### config.mk
export PLATFORM = sky130hd
export DESIGN_NAME = inst_fetch
export DESIGN_NICKNAME = d
export VERILOG_FILES = /design/src/rtl/inst_fetch.sv
export SDC_FILE = /design/constraint.sdc
export NUM_CORES = 1
export LEC_CHECK = 0
export CAP_MARGIN = 10
export CORE_MARGIN = 5
export CORE_UTILIZATION = 45
export CTS_BUF_LIST = sky130_fd_sc_hd__clkbuf_8
export DETAILED_ROUTE_END_ITERATION = 16
export PLACE_DENSITY_LB_ADDON = 0.2
export REMOVE_ABC_BUFFERS = 1
export SLEW_MARGIN = 20
export SYNTH_ARGS = -nofsm -noshare
export SYNTH_HDL_FRONTEND = slang
export SYNTH_SLANG_ARGS = --single-unit
### constraint.sdc
create_clock -name clk -period 10.6 [get_ports clk]
set_input_delay 1.06 -clock clk [delete_from_list [all_inputs] [get_ports clk]]
set_output_delay 1.06 -clock clk [all_outputs]
set_load 0.01 [all_outputs]
### src/rtl/inst_fetch.sv
// -----------------------------------------------------------------------------
// inst_fetch
//
// Instruction fetch stage placed in front of decode. Holds the fetch program
// counter, issues at most one outstanding read to instruction memory, buffers
// returned words in a small in-order queue and presents the queue head to
// decode. A taken branch flushes the queue and restarts fetch at the target;
// a read still in flight at that moment is completed and its data discarded.
//
// Parameters
//   W_INST    instruction width
//   W_ADDR    byte address width
//   DEPTH     instruction queue entries (power of two, >= 2)
//   RESET_PC  first fetch address after reset (word aligned)
//
// Ports
//   clk           rising-edge clock
//   rst           asynchronous active-high reset
//   imem_req_o    read request to instruction memory
//   imem_addr_o   read byte address (held stable while a request is open)
//   imem_ack_i    read complete, imem_data_i valid this cycle
//   imem_data_i   read data
//   br_valid_i    redirect fetch to br_target_i
//   br_target_i   redirect byte address, bits [1:0] ignored
//   stall_i       decode cannot accept the head instruction
//   inst_o        head-of-queue instruction
//   pc_o          byte address of inst_o
//   inst_valid_o  queue non-empty, inst_o/pc_o meaningful
// -----------------------------------------------------------------------------
module inst_fetch #(
    parameter int                 W_INST   = 32,
    parameter int                 W_ADDR   = 32,
    parameter int                 DEPTH    = 4,
    parameter logic [W_ADDR-1:0]  RESET_PC = '0
) (
    input  logic               clk,
    input  logic               rst,
    output logic               imem_req_o,
    output logic [W_ADDR-1:0]  imem_addr_o,
    input  logic               imem_ack_i,
    input  logic [W_INST-1:0]  imem_data_i,
    input  logic               br_valid_i,
    input  logic [W_ADDR-1:0]  br_target_i,
    input  logic               stall_i,
    output logic [W_INST-1:0]  inst_o,
    output logic [W_ADDR-1:0]  pc_o,
    output logic               inst_valid_o
);

    localparam int W_PTR = $clog2(DEPTH);
    localparam int W_CNT = W_PTR + 1;
    localparam logic [W_CNT-1:0] C_DEPTH = W_CNT'(DEPTH);

    typedef enum logic [1:0] {
        S_IDLE,
        S_REQ,
        S_DISCARD
    } state_t;

    // State and datapath registers
    state_t              r_state;
    logic [W_ADDR-1:0]   r_addr;
    logic [W_ADDR-1:0]   r_fetch_pc;
    logic [W_CNT-1:0]    r_count;
    logic [W_PTR-1:0]    r_head;
    logic [W_PTR-1:0]    r_tail;
    logic [W_INST-1:0]   r_q_inst [DEPTH];
    logic [W_ADDR-1:0]   r_q_pc   [DEPTH];
    logic [W_INST-1:0]   r_last_inst;
    logic [W_ADDR-1:0]   r_last_pc;

    // Next-state / combinational signals
    state_t              w_state_nxt;
    logic [W_ADDR-1:0]   w_addr_nxt;
    logic [W_ADDR-1:0]   w_fetch_pc_nxt;
    logic [W_CNT-1:0]    w_count_nxt;
    logic [W_CNT-1:0]    w_cnt_after;
    logic [W_PTR-1:0]    w_head_nxt;
    logic [W_PTR-1:0]    w_tail_nxt;
    logic [W_ADDR-1:0]   w_br_pc;
    logic [W_ADDR-1:0]   w_pc_inc;
    logic                w_ack;
    logic                w_valid;
    logic                w_push;
    logic                w_pop;
    logic                w_unused_br_lsb;

    // Target is forced to a word boundary; its low bits carry no meaning.
    assign w_unused_br_lsb = ^br_target_i[1:0];

    always_comb begin
        w_br_pc     = {br_target_i[W_ADDR-1:2], 2'b00};
        w_pc_inc    = r_addr + W_ADDR'(4);
        // An ack only counts while a request is actually open.
        w_ack       = (r_state != S_IDLE) && imem_ack_i;
        w_valid     = (r_count != '0);
        w_pop       = w_valid && !stall_i && !br_valid_i;
        // In DISCARD the returning word belongs to a squashed path.
        w_push      = (r_state == S_REQ) && w_ack && !br_valid_i;
        w_cnt_after = r_count + W_CNT'(w_push) - W_CNT'(w_pop);
    end

    // Queue pointer / occupancy update; a redirect empties the queue and
    // voids any pop in the same cycle.
    always_comb begin
        w_count_nxt = w_cnt_after;
        w_head_nxt  = r_head + W_PTR'(w_pop);
        w_tail_nxt  = r_tail + W_PTR'(w_push);
        if (br_valid_i) begin
            w_count_nxt = '0;
            w_head_nxt  = '0;
            w_tail_nxt  = '0;
        end
    end

    // Fetch FSM next-state logic
    always_comb begin
        w_state_nxt    = r_state;
        w_addr_nxt     = r_addr;
        w_fetch_pc_nxt = r_fetch_pc;

        case (r_state)
            S_IDLE: begin
                if (br_valid_i) begin
                    w_fetch_pc_nxt = w_br_pc;
                    w_addr_nxt     = w_br_pc;
                    w_state_nxt    = S_REQ;
                end else if (r_count < C_DEPTH) begin
                    w_addr_nxt  = r_fetch_pc;
                    w_state_nxt = S_REQ;
                end
            end

            S_REQ: begin
                if (br_valid_i) begin
                    w_fetch_pc_nxt = w_br_pc;
                    if (w_ack) begin
                        // Read completes now: drop it and go straight to target.
                        w_addr_nxt = w_br_pc;
                    end else begin
                        // Read still open: address must stay stable until ack.
                        w_state_nxt = S_DISCARD;
                    end
                end else if (w_ack) begin
                    w_fetch_pc_nxt = w_pc_inc;
                    if (w_cnt_after < C_DEPTH) begin
                        w_addr_nxt = w_pc_inc;
                    end else begin
                        w_state_nxt = S_IDLE;
                    end
                end
            end

            S_DISCARD: begin
                if (br_valid_i) begin
                    w_fetch_pc_nxt = w_br_pc;
                end
                if (w_ack) begin
                    w_addr_nxt  = br_valid_i ? w_br_pc : r_fetch_pc;
                    w_state_nxt = S_REQ;
                end
            end

            default: begin
                w_state_nxt = S_IDLE;
            end
        endcase
    end

    always_ff @(posedge clk or posedge rst) begin
        if (rst) begin
            r_state     <= S_IDLE;
            r_addr      <= RESET_PC;
            r_fetch_pc  <= RESET_PC;
            r_count     <= '0;
            r_head      <= '0;
            r_tail      <= '0;
            r_last_inst <= '0;
            r_last_pc   <= '0;
        end else begin
            r_state    <= w_state_nxt;
            r_addr     <= w_addr_nxt;
            r_fetch_pc <= w_fetch_pc_nxt;
            r_count    <= w_count_nxt;
            r_head     <= w_head_nxt;
            r_tail     <= w_tail_nxt;
            // Track the presented head so outputs hold once the queue drains.
            if (w_valid) begin
                r_last_inst <= r_q_inst[r_head];
                r_last_pc   <= r_q_pc[r_head];
            end
        end
    end

    // Queue storage; contents are only observed while counted valid.
    always_ff @(posedge clk) begin
        if (w_push) begin
            r_q_inst[r_tail] <= imem_data_i;
            r_q_pc[r_tail]   <= r_addr;
        end
    end

    assign imem_req_o   = (r_state != S_IDLE);
    assign imem_addr_o  = r_addr;
    assign inst_valid_o = w_valid;
    assign inst_o       = w_valid ? r_q_inst[r_head] : r_last_inst;
    assign pc_o         = w_valid ? r_q_pc[r_head]   : r_last_pc;

endmodule
==> results_tabular.tex <==
\begin{tabular}{lr}
\hline
Metric & Value \\
\hline
\multicolumn{2}{l}{\textbf{Status}} \\
Run status & completed \\
\multicolumn{2}{l}{\textbf{Logic synthesis}} \\
Number of synthesized flops with an enable pin & $\sim$260 \\
Count of unique library cells instantiated by Yosys & 70 \\
Top-area cell type share of the netlist area & 47.58\% \\
Cell Area, Synth & between 15000 and 20000 sq um \\
Avg Cell Area, Syn & $\sim$16 sq um \\
Number of register bits inferred by synthesis & $\sim$390 \\
Cell taking the most area after synthesis & edfxtp\_1 \\
Cell types occupying the most area after synthesis & edfxtp\_1 (48\%), dfrtp\_1 (21\%), mux4\_2 (8.9\%) \\
Post-synthesis instance total & roughly 1000 \\
Share of synthesized flip-flops with an asynchronous set or reset & a little over a third \\
Sequential element share of the synthesized area & between 60\% and 70\% \\
Number of synthesis warnings & 0 \\
Commonest register cell after synthesis & edfxtp\_1 \\
\multicolumn{2}{l}{\textbf{Global routing}} \\
Met3 track utilization from global routing & 4.569\% \\
Grt met2 use & approximately 30\% \\
Maximum number of pins on one net before global-route repair & between 90 and 100 \\
Congestion Overflow GR & 0 \\
Number of antenna violations at the first check in global routing & 1 \\
Global routing met1 resource utilization & a little over a quarter \\
Busiest layer in global routing & met2 \\
Wire length of the first global-routing pass & 58040 um \\
Number of global-route vias before repair & about 10000 \\
Total global-route track usage & between 10\% and 20\% \\
\multicolumn{2}{l}{\textbf{Floorplan}} \\
Die Ht & about 200 um \\
IO Count & 167 \\
Die width & $\sim$200 um \\
Die footprint & about 40000 sq um \\
Initial cell density of the core & 45.53\% \\
Core Region & roughly 35000 sq um \\
Standard-cell rows & 69 \\
\multicolumn{2}{l}{\textbf{Timing}} \\
Minimum hold slack & between 0.4 and 0.5 ns \\
Final Slew Violations & 0 \\
Total negative setup slack & 0 ns \\
Minimum clock period after layout & 5.291 ns \\
Final-report setup violation count & 0 \\
Clock Skews & 0.02325 ns \\
Fin crit share & approximately 50\% \\
Worst-case headroom to the max-slew limit & between 20\% and 30\% \\
Slew at the pin with the worst max-slew slack & 1.140 ns \\
Achievable clock frequency & 189.0 MHz \\
RSZ-0062 raised after global routing & false \\
Number of endpoints with negative hold slack in the final report & 0 \\
\multicolumn{2}{l}{\textbf{Routing}} \\
Total via count after detailed routing & $\sim$9400 \\
Average wire per standard cell & 22.06 um \\
Via-per-instance ratio & approximately 5.5 \\
Iteration count of the initial detailed-routing pass & 6 \\
Total DRC errors in the routed layout & 0 \\
Number of nets with antenna violations after routing & 0 \\
Total wire length & around 38000 um \\
Number of DRC violations after detailed-routing iteration 0 & between 500 and 600 \\
\multicolumn{2}{l}{\textbf{Placement}} \\
Post-DP HPWL & 21990 um \\
\# port buffers & about 160 \\
\# placed instances & 1579 \\
Global placer's final weighted congestion & between 0.7 and 0.8 \\
\multicolumn{2}{l}{\textbf{Pwr}} \\
Overall power & about 0.0057 W \\
Max rail drop VDD & roughly 0.00018 V \\
Total power density per cell area & about 290 nW/um\^{}2 \\
Reported leakage power & 7.025 nW \\
\multicolumn{2}{l}{\textbf{Critical path}} \\
CP Capture Type & flip-flop \\
Worst endpoint data arrival time & about 5.7 ns \\
Kind of critical path & in2reg \\
Maximum fanout along the worst path & 26 \\
Required time at the worst-slack endpoint & approximately 11 ns \\
Nature of the critical path startpoint & primary input \\
\multicolumn{2}{l}{\textbf{CTS}} \\
Clock-pin slew on the worst setup and hold paths & roughly 0.06 ns \\
CTS Sinks & 393 \\
CTS Buffer Depth & 3 \\
TritonCTS clock tree & done \\
Clk root buf & clkbuf\_8 \\
Number of buffers created by CTS & 69 \\
Post-CTS setup buffer count & 0 \\
Count of H-tree levels built during CTS & 3 \\
Count of cells resized by post-cts repair & 0 \\
Hold-fix buffer count after cts & 0 \\
Source-to-sink clock delay at the later pin of the worst-skew pair & 0.60 ns \\
\multicolumn{2}{l}{\textbf{Hold path}} \\
HP Class & reg2reg \\
\multicolumn{2}{l}{\textbf{Final layout}} \\
Fraction of final layout cells with drive strength greater than 1 & between 20\% and 30\% \\
Filler-free cell count of the finished design & about 1700 \\
Most common library cell in the layout ignoring fill and taps & edfxtp\_1 \\
Highest-count cells in the layout ignoring fill and taps & edfxtp\_1 (256), clkdlybuf4s50\_1 (163), dfrtp\_1 (135), clkbuf\_8 (77), mux2\_2 (68) \\
Layout overhead on the synthesized area & 21.98\% \\
Count of inserted antenna diode cells & 0 \\
Nets & approximately 1300 \\
\multicolumn{2}{l}{\textbf{Run}} \\
Count of max-cap constraint violations & 0 \\
\hline
\end{tabular}
-- final timing paths --
check / start / to / slack [ns] / cells after the start
max in group asynchronous: rst / r_head[1] / 8.23 / 3
hold reg to reg: r_last_pc[2] / r_last_pc[2] / 0.49 / 1
hold / removal: r_last_pc[2] / r_last_pc[2] / 0.49 / 1
min in group asynchronous: rst / r_last_pc[21] / 1.09 / 2
setup reg to reg: r_state[0] / imem_addr_o[31] / 5.65 / 13
setup / recovery: imem_ack_i / imem_addr_o[31] / 5.31 / 15
-- kinds of logic after synthesis --
| group | Yosys count | synth area share (%) |
|---|---|---|
| simple gates | 179 | 6.087 |
| xor+xnor | 30 | 1.673 |
| mux | 133 | 13.72 |
| flops | 393 | 68.80 |
| fa+ha+maj | 7 | 0.5731 |
| buf+inv | 75 | 2.006 |
| compound gates | 181 | 7.140 |
-- critical path, cell delays in order --
cell and delay (ns):
clkdlybuf4s50_1 0.55, o21ba_2 0.21, nand2_1 0.08, or2_2 0.52
ha_1 0.35, inv_1 0.06, ha_1 0.14, inv_1 0.05
fa_1 0.40, xor2_2 0.22, a2111oi_2 0.56, a311o_1 0.84
buf_4 0.46, a21oi_1 0.07, a2bb2oi_1 0.15
-- routing by layer --
layer	wire (um)	part of all wire, %	vias to the layer above
met5	13	0.034	-
met4	777	2.1	2
met3	2019	5.4	66
met2	17970	48	266
met1	16910	45	4843
li1	-	-	4258
-- sequential cells by signal, summed over array words and instances, names as in the netlist --
name,flops
r_last_inst,32
imem_addr_o,32
r_last_pc,32
r_state,2
r_fetch_pc,32
r_q_pc,128
r_q_inst,128
r_head,2
r_tail,2
r_count,3
-- Yosys cell counts (5+ instances only) --
library cell / number
edfxtp_1: 256
dfrtp_1: 137
mux2_2: 68
mux4_2: 64
nand2_1: 56
nor2_1: 48
a21oi_1: 41
o21ai_0: 39
buf_2: 25
clkbuf_1: 25
o22ai_1: 20
xnor2_1: 19
inv_1: 15
nand3_1: 14
a22oi_1: 13
o21ai_1: 11
xor2_1: 10
a31oi_1: 8
and3_1: 7
buf_1: 7
nand4_1: 7
nor2b_1: 6
a211oi_1: 5
a2bb2oi_1: 5
and2_1: 5
ha_1: 5
o2bb2ai_1: 5
-- area by class of cell --
type	count	area, sq um
inverters	16	65.06
clock buffers	77	1060
repair buffers	180	1769
multi-input cells	530	4762
flip-flops and latches	393	11120
well taps	461	576.8
fillers	2914	15780
clock inverters	51	351.6
-- through the flow --
stage | utilization, % | instance area [sq um] | worst slack (ns)
6_report | 55.54 | 19710 | 5.309
2_1_floorplan | - | 15890 | 3.582
3_3_place_gp | 51.51 | 18280 | 4.800
4_1_cts | 55.48 | 19690 | 5.359
3_5_place_dp | 51.51 | 18280 | 4.700
5_1_grt | 55.54 | 19710 | 5.104
-- power by group --
group,leakage [nW],internal [W],switching (W)
clock,0.820,0.000792,0.000613
sequential,3.97,0.00204,0.000302
combinational,2.23,0.00101,0.000919
total,7.02,0.00384,0.00183
No activity file was read; power rests on OpenSTA's default activity.
